[src/rtl/spi_adder_pkg.sv]
// Shared types and sizing for the SPI front-end of the BlackBoxAdder.
package spi_adder_pkg;

    typedef enum logic [2:0] {IDLE, RX, CALC, CAP, TX, DONE} state_t;

    localparam int WIDTH_DEFAULT = 32;
    localparam int RX_BITS       = 2 * WIDTH_DEFAULT;
    localparam int TX_BITS       = WIDTH_DEFAULT + 1;
    localparam int CNT_W         = $clog2(RX_BITS + 1);

    function automatic int cnt_width(input int width);
        return $clog2(2 * width + 1);
    endfunction

endpackage

[src/rtl/spi_sync_edge.sv]
// Multi-flop synchronizer for one asynchronous SPI pin, with rise/fall pulses
// derived from the last two synchronized samples.
module spi_sync_edge #(
    parameter int STAGES = 2
) (
    input  logic clock,
    input  logic reset,
    input  logic d_i,
    output logic q_o,
    output logic rise_o,
    output logic fall_o
);

    logic [STAGES-1:0] sync_q;
    logic              prev_q;

    always_ff @(posedge clock) begin
        if (reset) begin
            sync_q <= '0;
            prev_q <= 1'b0;
        end else begin
            sync_q <= {sync_q[STAGES-2:0], d_i};
            prev_q <= sync_q[STAGES-1];
        end
    end

    assign q_o    = sync_q[STAGES-1];
    assign rise_o = sync_q[STAGES-1] & ~prev_q;
    assign fall_o = ~sync_q[STAGES-1] & prev_q;

endmodule

[src/rtl/spi_adder_frontend.sv]
// SPI mode-0 slave: receives two operands, drives the external adder, and
// shifts the captured (WIDTH+1)-bit sum back on miso within the same frame.
module spi_adder_frontend
    import spi_adder_pkg::*;
#(
    parameter int WIDTH       = WIDTH_DEFAULT,
    parameter int SYNC_STAGES = 2
) (
    input  logic             clock,
    input  logic             reset,
    input  logic             sclk,
    input  logic             cs_n,
    input  logic             mosi,
    output logic             miso,
    output logic [WIDTH-1:0] adder_in1,
    output logic [WIDTH-1:0] adder_in2,
    input  logic [WIDTH:0]   adder_out,
    output logic [WIDTH:0]   result,
    output logic             result_valid,
    output logic             frame_err,
    output logic             busy
);

    localparam int RX_W = 2 * WIDTH;
    localparam int CW   = cnt_width(WIDTH);
    localparam logic [CW-1:0] RX_LAST = CW'(RX_W - 1);
    localparam logic [CW-1:0] TX_LAST = CW'(WIDTH);
    localparam logic [CW-1:0] CNT_ONE = CW'(1);

    logic sclk_level_unused, sclk_rise, sclk_fall;
    logic cs_hi, cs_rise_unused, cs_fall;
    logic mosi_s, mosi_rise_unused, mosi_fall_unused;

    spi_sync_edge #(.STAGES(SYNC_STAGES)) u_sync_sclk (
        .clock(clock), .reset(reset), .d_i(sclk),
        .q_o(sclk_level_unused), .rise_o(sclk_rise), .fall_o(sclk_fall)
    );
    spi_sync_edge #(.STAGES(SYNC_STAGES)) u_sync_cs (
        .clock(clock), .reset(reset), .d_i(cs_n),
        .q_o(cs_hi), .rise_o(cs_rise_unused), .fall_o(cs_fall)
    );
    spi_sync_edge #(.STAGES(SYNC_STAGES)) u_sync_mosi (
        .clock(clock), .reset(reset), .d_i(mosi),
        .q_o(mosi_s), .rise_o(mosi_rise_unused), .fall_o(mosi_fall_unused)
    );

    state_t            state_q;
    logic [RX_W-1:0]   rx_q;
    logic [WIDTH:0]    tx_q;
    logic [CW-1:0]     cnt_q;
    logic [WIDTH-1:0]  in1_q, in2_q;
    logic [WIDTH:0]    result_q;
    logic              valid_q, err_q, miso_q;
    logic              abort;

    // Deselect mid-frame takes priority over any sclk edge seen in the same cycle.
    assign abort = cs_hi && (state_q inside {RX, CALC, CAP, TX});

    always_ff @(posedge clock) begin
        if (reset) begin
            state_q  <= IDLE;
            rx_q     <= '0;
            tx_q     <= '0;
            cnt_q    <= '0;
            in1_q    <= '0;
            in2_q    <= '0;
            result_q <= '0;
            valid_q  <= 1'b0;
            err_q    <= 1'b0;
            miso_q   <= 1'b0;
        end else begin
            valid_q <= 1'b0;
            err_q   <= 1'b0;
            if (abort) begin
                state_q <= IDLE;
                err_q   <= 1'b1;
                miso_q  <= 1'b0;
            end else begin
                unique case (state_q)
                    IDLE: begin
                        miso_q <= 1'b0;
                        if (cs_fall) begin
                            state_q <= RX;
                            cnt_q   <= '0;
                        end
                    end
                    RX: if (sclk_rise) begin
                        rx_q  <= {rx_q[RX_W-2:0], mosi_s};
                        cnt_q <= cnt_q + CNT_ONE;
                        if (cnt_q == RX_LAST) state_q <= CALC;
                    end
                    CALC: begin
                        in1_q   <= rx_q[RX_W-1:WIDTH];
                        in2_q   <= rx_q[WIDTH-1:0];
                        cnt_q   <= '0;
                        state_q <= CAP;
                    end
                    CAP: begin
                        tx_q     <= adder_out;
                        result_q <= adder_out;
                        valid_q  <= 1'b1;
                        miso_q   <= adder_out[WIDTH];
                        state_q  <= TX;
                    end
                    TX: begin
                        // A fall before the first TX rise belongs to the last operand bit.
                        if (sclk_rise) begin
                            cnt_q <= cnt_q + CNT_ONE;
                            if (cnt_q == TX_LAST) begin
                                state_q <= DONE;
                                miso_q  <= 1'b0;
                            end
                        end else if (sclk_fall && cnt_q != '0) begin
                            tx_q   <= {tx_q[WIDTH-1:0], 1'b0};
                            miso_q <= tx_q[WIDTH-1];
                        end
                    end
                    DONE: begin
                        miso_q <= 1'b0;
                        if (cs_hi) state_q <= IDLE;
                    end
                    default: state_q <= IDLE;
                endcase
            end
        end
    end

    assign miso         = miso_q;
    assign adder_in1    = in1_q;
    assign adder_in2    = in2_q;
    assign result       = result_q;
    assign result_valid = valid_q;
    assign frame_err    = err_q;
    assign busy         = (state_q != IDLE);

endmodule

[config.mk]
export PLATFORM = sky130hd
export DESIGN_NAME = spi_adder_frontend
export DESIGN_NICKNAME = d
export VERILOG_FILES = /design/src/rtl/spi_adder_pkg.sv /design/src/rtl/spi_sync_edge.sv /design/src/rtl/spi_adder_frontend.sv
export SDC_FILE = /design/constraint.sdc
export NUM_CORES = 1
export LEC_CHECK = 0
export CORE_MARGIN = 2
export CORE_UTILIZATION = 30
export DETAILED_ROUTE_END_ITERATION = 16
export GPL_TIMING_DRIVEN = 0
export REMOVE_ABC_BUFFERS = 1
export SLEW_MARGIN = 20
export SYNTH_ARGS = -nofsm -noshare
export SYNTH_HDL_FRONTEND = slang
export SYNTH_SLANG_ARGS = --single-unit
export TNS_END_PERCENT = 20
[constraint.sdc]
create_clock -name clock -period 2.55 [get_ports clock]
set_input_delay 0.51 -clock clock [delete_from_list [all_inputs] [get_ports clock]]
set_output_delay 0.51 -clock clock [all_outputs]
set_load 0.01 [all_outputs]
After elaboration in Yosys (flattened, before gate mapping)
Index checks and enable logic that the tools add are counted.
{"block": "classes", "add_sub_neg": 1, "eq_ne": 18, "muxes": 19, "bitwise_logic": 7, "reduce_logical": 19}
{"op": "32-bit 2-to-1 mux", "n": 2}
{"op": "32-bit case mux with 2 select lines", "n": 1}
{"op": "7-bit case mux with 3 select lines", "n": 1}
{"op": "3-bit 2-to-1 mux", "n": 6}
{"op": "3-bit case mux with 6 select lines", "n": 1}
{"op": "7-bit by 6-bit equality test with 1-bit output, second input constant", "n": 2}
{"op": "7-bit 2-to-1 mux", "n": 2}
{"op": "2-bit by 1-bit inequality test with 1-bit output, second input constant", "n": 5}
{"op": "3-bit nonzero test", "n": 3}
{"op": "2-bit inequality test, second input constant", "n": 4}
{"op": "4-bit AND reduction", "n": 2}
{"op": "7-bit by 1-bit adder with 7-bit output, second input constant", "n": 1}
{"op": "7-bit nonzero test", "n": 1}
{"op": "3-bit by 2-bit equality test with 1-bit output, second input constant", "n": 2}
{"op": "3-bit equality test, second input constant", "n": 2}
{"op": "3-bit by 2-bit inequality test with 1-bit output, second input constant", "n": 2}
{"op": "3-bit AND reduction", "n": 2}
{"op": "6-bit AND reduction", "n": 1}
{"op": "2-bit OR reduction", "n": 3}
{"op": "1-bit 2-to-1 mux", "n": 5}
{"op": "1-bit NOT", "n": 4}
{"op": "2-bit AND reduction", "n": 2}
{"op": "4-bit nonzero test", "n": 1}
{"op": "1-bit AND", "n": 3}
{"op": "other kinds (5)", "n": 6}
{"block": "totals", "regBits": 214, "in_bits": 38, "output_inout_bits": 101, "wordCells": 79}

Longest topological paths before layout
{"block": "logic_depth", "depth_word": 6, "ltp_mapped": 8, "ltp_nobuf": 7}

Cells and area by module
From an unflattened synthesis, not the netlist that was laid out.
{"block": "unflattened", "hier_cells": 989, "area_unflattened_um2": 8261.7}
{"mod": "spi_adder_frontend", "instances": 1, "cells_per_inst": 965, "area_per_inst_um2": 7987.7, "seq_area_each_um2": 4124.0}
{"mod": "spi_sync_edge", "instances": 3, "cells_per_inst": 8, "area_per_inst_um2": 91.3, "seq_area_each_um2": 60.1}

Least setup slack after synthesis
No wires, ideal clock.
{"block": "synth_path", "kind": "reg2reg", "startpoint": "register state_q[1]", "endpoint": "register tx_q[10]", "setup_ns": 0.091, "t_arrival_ns": 1.832, "required_ns": 2.459, "path_slack_ns": 0.627, "path_stages_with_launch": 8, "n_path_buf": 3, "period_less_slack_ns": 1.923, "path_cell_list": "dfxtp_1 -> buf_2 -> or3b_1 -> buf_2 -> o41ai_4 -> buf_6 -> nor2_1 -> a311oi_1"}
{"block": "synth_between", "elab_chain_len": 5, "word_cells_on_any_way": 12, "classes_between": "6 x eq/ne; 1 x mux; 1 x bitwise; 4 x reduce/logical"}
{"item": "start, declared", "line": "spi_adder_frontend.sv:47", "rtl": "state_t state_q;"}
{"item": "start signal, assigned", "line": "spi_adder_frontend.sv:61", "rtl": "state_q <= IDLE;"}
{"item": "start signal, assigned", "line": "spi_adder_frontend.sv:75", "rtl": "state_q <= IDLE;"}
{"item": "start signal, assigned", "line": "spi_adder_frontend.sv:83", "rtl": "state_q <= RX;"}
{"item": "3-bit by 1-bit equality test with 1-bit output, or another cell as far along", "line": "spi_adder_frontend.sv:57", "rtl": "assign abort = cs_hi && (state_q inside {RX, CALC, CAP, TX});"}
{"item": "4-bit nonzero test", "line": "spi_adder_frontend.sv:57"}
{"item": "1-bit logical AND", "line": "spi_adder_frontend.sv:57"}
{"item": "1-bit NOT (no source line)"}
{"item": "4-bit AND reduction (no source line)"}
{"item": "end signal, assigned", "line": "spi_adder_frontend.sv:99", "rtl": "tx_q <= adder_out;"}
{"item": "end signal, assigned", "line": "spi_adder_frontend.sv:114", "rtl": "tx_q <= {tx_q[WIDTH-1:0], 1'b0};"}
{"item": "end, declared", "line": "spi_adder_frontend.sv:49", "rtl": "logic [WIDTH:0] tx_q;"}
Several ways; a longest one is shown, not always the timed one.
A chain may end at the register's enable or synchronous reset.

Final worst setup path
{"block": "layout_path", "startpoint": "register state_q[1]", "endpoint": "output port busy"}
{"block": "layout_between", "elab_chain_len": 1}
{"item": "3-bit nonzero test", "line": "spi_adder_frontend.sv:134", "rtl": "assign busy = (state_q != IDLE);"}
{"item": "end, declared", "line": "spi_adder_frontend.sv:21", "rtl": "output logic busy"}
No other way between the ends.

==> results.cfg <==
[worst_hold_path]
hold_path_class = flip-flop to flip-flop

[power_and_ir_drop]
seqPwrFrac = 0.481
combPwrFrac = 0.025
total_power_mw = 6.98
p_sw_mw = 1.47
power_frac_clock = 0.494
p_per_area_mw_per_mm2 = 675
leakagePower_nw = 3.37
internal-power_mw = 5.51
switching_share = 0.211
vdd_ir_drop_max_v = 0.000448

[placement]
globalplace.congestion = 0.749
port_buffers = 138
dp_slack_ns = -0.694
dp_hpwl_um = 11600
placed_cells = 1402

[sta]
setup_viol = 0
rsz0062_at_grt = no
period_share = 0.959
setup_slack_ns = 0.105
finalClockSkew_ns = 0.0150
finalHoldViolCount = 0
slew_violations = 0
fin_crit_ns = 2.44
timing.slew.headroom = 0.473
tightest_slew_ns = 0.783
hold_ws_ns = 0.435
fmax_mhz = 409

[routing]
wl_per_cell_um = 13.2
drtAntennaViolNets = 0
drtPass1Iterations = 4
drtIter0Drc = 443
viasPerCell = 4.66
drc = 0
routed-via-count = 6749
routed_wl_um = 19200

[floorplan]
ios = 139
start_util = 0.304
die_width_um = 166
rows = 59
core-area_mm2 = 0.0258
fp.dieH_um = 166
die-area_mm2 = 0.0275

[final_layout]
final_cell_mix = nand2_1, dfxtp_1, a21oi_1, clkdlybuf4s50_1, nor2_1
fin_nets = 1135
multi_input_area_mm2 = 0.00330
layout_commonest_cell = nand2_1
drive_above_1_share = 0.0549
syn_to_final_growth_pct = 31.9
stdcell_count = 1447
utilization = 0.401
n_fill_cell = 2668
diodes = 0
regArea_mm2 = 0.00429

[synth]
yosysUniqueCellTypes = 35
ys_seq_elements = 214
avgSynthCellArea_um2 = 7.87
netlist_top_cells_area = dfxtp_1, nand2_1, a21oi_1
ys_seq_area_frac = 0.546
yosysTopAreaCellShare = 0.546
yosys_warnings = 0
synth.largest_area_cell = dfxtp_1
syn-cell-area_mm2 = 0.00785
synthCells = 997

[setup_path]
crit_slowest_cell = dfxtp_2
critPathMaxStageDelay_ns = 0.60
crit_type = flip-flop to output port
crit_required_ns = 2.04
critPathCaptureType = output port
path_delay_family = flip-flops
cp_max_fo = 20
cp_num_buf_inv = 1
crit_chain = or3_1, clkdlybuf4s50_1
critPathArrivalTime_ns = 1.93
start_kind = flip-flop

[global_routing]
overflow = 0
grt_pass1_vias = 6424
antenna_found_initial = 0
grt_pass1_wl_um = 32000
grt_max_degree = 111
grtUsageTotal = 0.135

[clock_tree]
root_buffer = clkbuf_16
cts_tree = done
cts_hold_buf = 0
cts_sinks = 214
cts.clk_slew.worst_paths_ns = 0.06
htree_levels = 1
clkLatencyLatePin_ns = 0.52
numCtsBuffers = 24
clockBufferDepth = 3

[run]
maxCapViolCount = 0

[status]
outcome = finished, final reports clean
==> cells in the mapped netlist <==
cell      count
nor3b_1       1
o211ai_1      1
a21bo_2       1
nor2b_1       9
dfxtp_1     214
buf_6         3
nor3_1        4
and2_1        3
or3_1         4
a41oi_1       1
nor4_1        3
or2_2         1
xnor2_1       3
or3b_1        1
ha_1          2
buf_1         4
nor2_1       40
nand3b_1      1
buf_2         5
o221ai_1      1
clkbuf_1     63
a211oi_1      2
inv_1         4
and3_1        2
a21oi_1     171
o41ai_4       1
a31oi_1       2
a311oi_1     35
o21ai_0       5
nand3_1       7
o22ai_1       1
o32ai_1       1
nand2_1     394
nand2b_1      6
mux2i_1       1
==> cells by family (layout without fill, tap and decap cells) <==
kind of cell | Yosys count | in the layout | synth area share
AND/OR/NAND/NOR | 476 | 477 | 0.240
AO/OA/AOI/OAI | 222 | 222 | 0.165
flip-flops | 214 | 214 | 0.546
buffers and inverters | 79 | 193 | 0.0415
XOR/XNOR | 3 | 3 | 0.00335
adder cells (fa/ha/maj) | 2 | 2 | 0.00319
multiplexers | 1 | 1 | 0.00128
==> path summary, 6_finish.rpt <==
check	from	slack (ns)	to	depth (start not counted)
hold reg to reg	u_sync_cs.sync_q[0]	0.44	u_sync_cs.sync_q[1]	1
setup reg to reg	state_q[2]	0.28	tx_q[16]	6
hold / removal	u_sync_cs.sync_q[0]	0.44	u_sync_cs.sync_q[1]	1
setup / recovery	state_q[1]	0.11	busy	2
==> state kept, by name, summed over array words and instances, names as in the netlist, 2 cells and up <==
| register | cells |
|---|---|
| tx_q | 32 |
| result | 33 |
| adder_in2 | 32 |
| cnt_q | 7 |
| u_sync_cs.sync_q | 2 |
| adder_in1 | 32 |
| u_sync_mosi.sync_q | 2 |
| u_sync_sclk.sync_q | 2 |
| state_q | 3 |
| rx_q | 64 |
==> per-layer routing <==
layer,vias to the layer above,track usage,share of wire
met5,-,0,0
met4,0,0.0284,0.018
met3,29,0.0437,0.078
met2,163,0.217,0.44
met1,3069,0.176,0.46
li1,3488,-,-
==> stage by stage <==
step / setup TNS (ns) / instance area, um2
finish: 0 / 10400
global placement: -916.39 / 9340
CTS: 0 / 10300
floorplan: -24.17 / 7540
global route: 0 / 10400
detailed placement: -13.40 / 9520
==> power groups by stage <==
stage | registers, mW | logic (mW) | clock network (mW)
after floorplan | 3.43 | 0.0356 | 0
after global placement | 3.43 | 0.169 | 0
after detailed placement | 3.43 | 0.174 | 0
after CTS | 3.36 | 0.175 | 3.57
after global routing | 3.36 | 0.190 | 3.68
final | 3.36 | 0.173 | 3.45
==> final cells by class <==
type / instances / share of cell area
Clock inverter: 7 / 0.00979
Tap cell: 335 / 0.0405
Timing Repair Buffer: 146 / 0.148
Sequential cell: 214 / 0.414
Multi-Input combinational cell: 705 / 0.319
Inverter: 4 / 0.00145
Clock buffer: 36 / 0.0672
==> timing repair <==
item                       4_1_cts  5_1_grt
hold endpoints to repair         0        0
cloned                           0        1
gates resized for setup          4        3
setup buffers                    1        0
pin swaps                        1        0
setup endpoints to repair       33       17
Power figures use the tool's default switching activity.
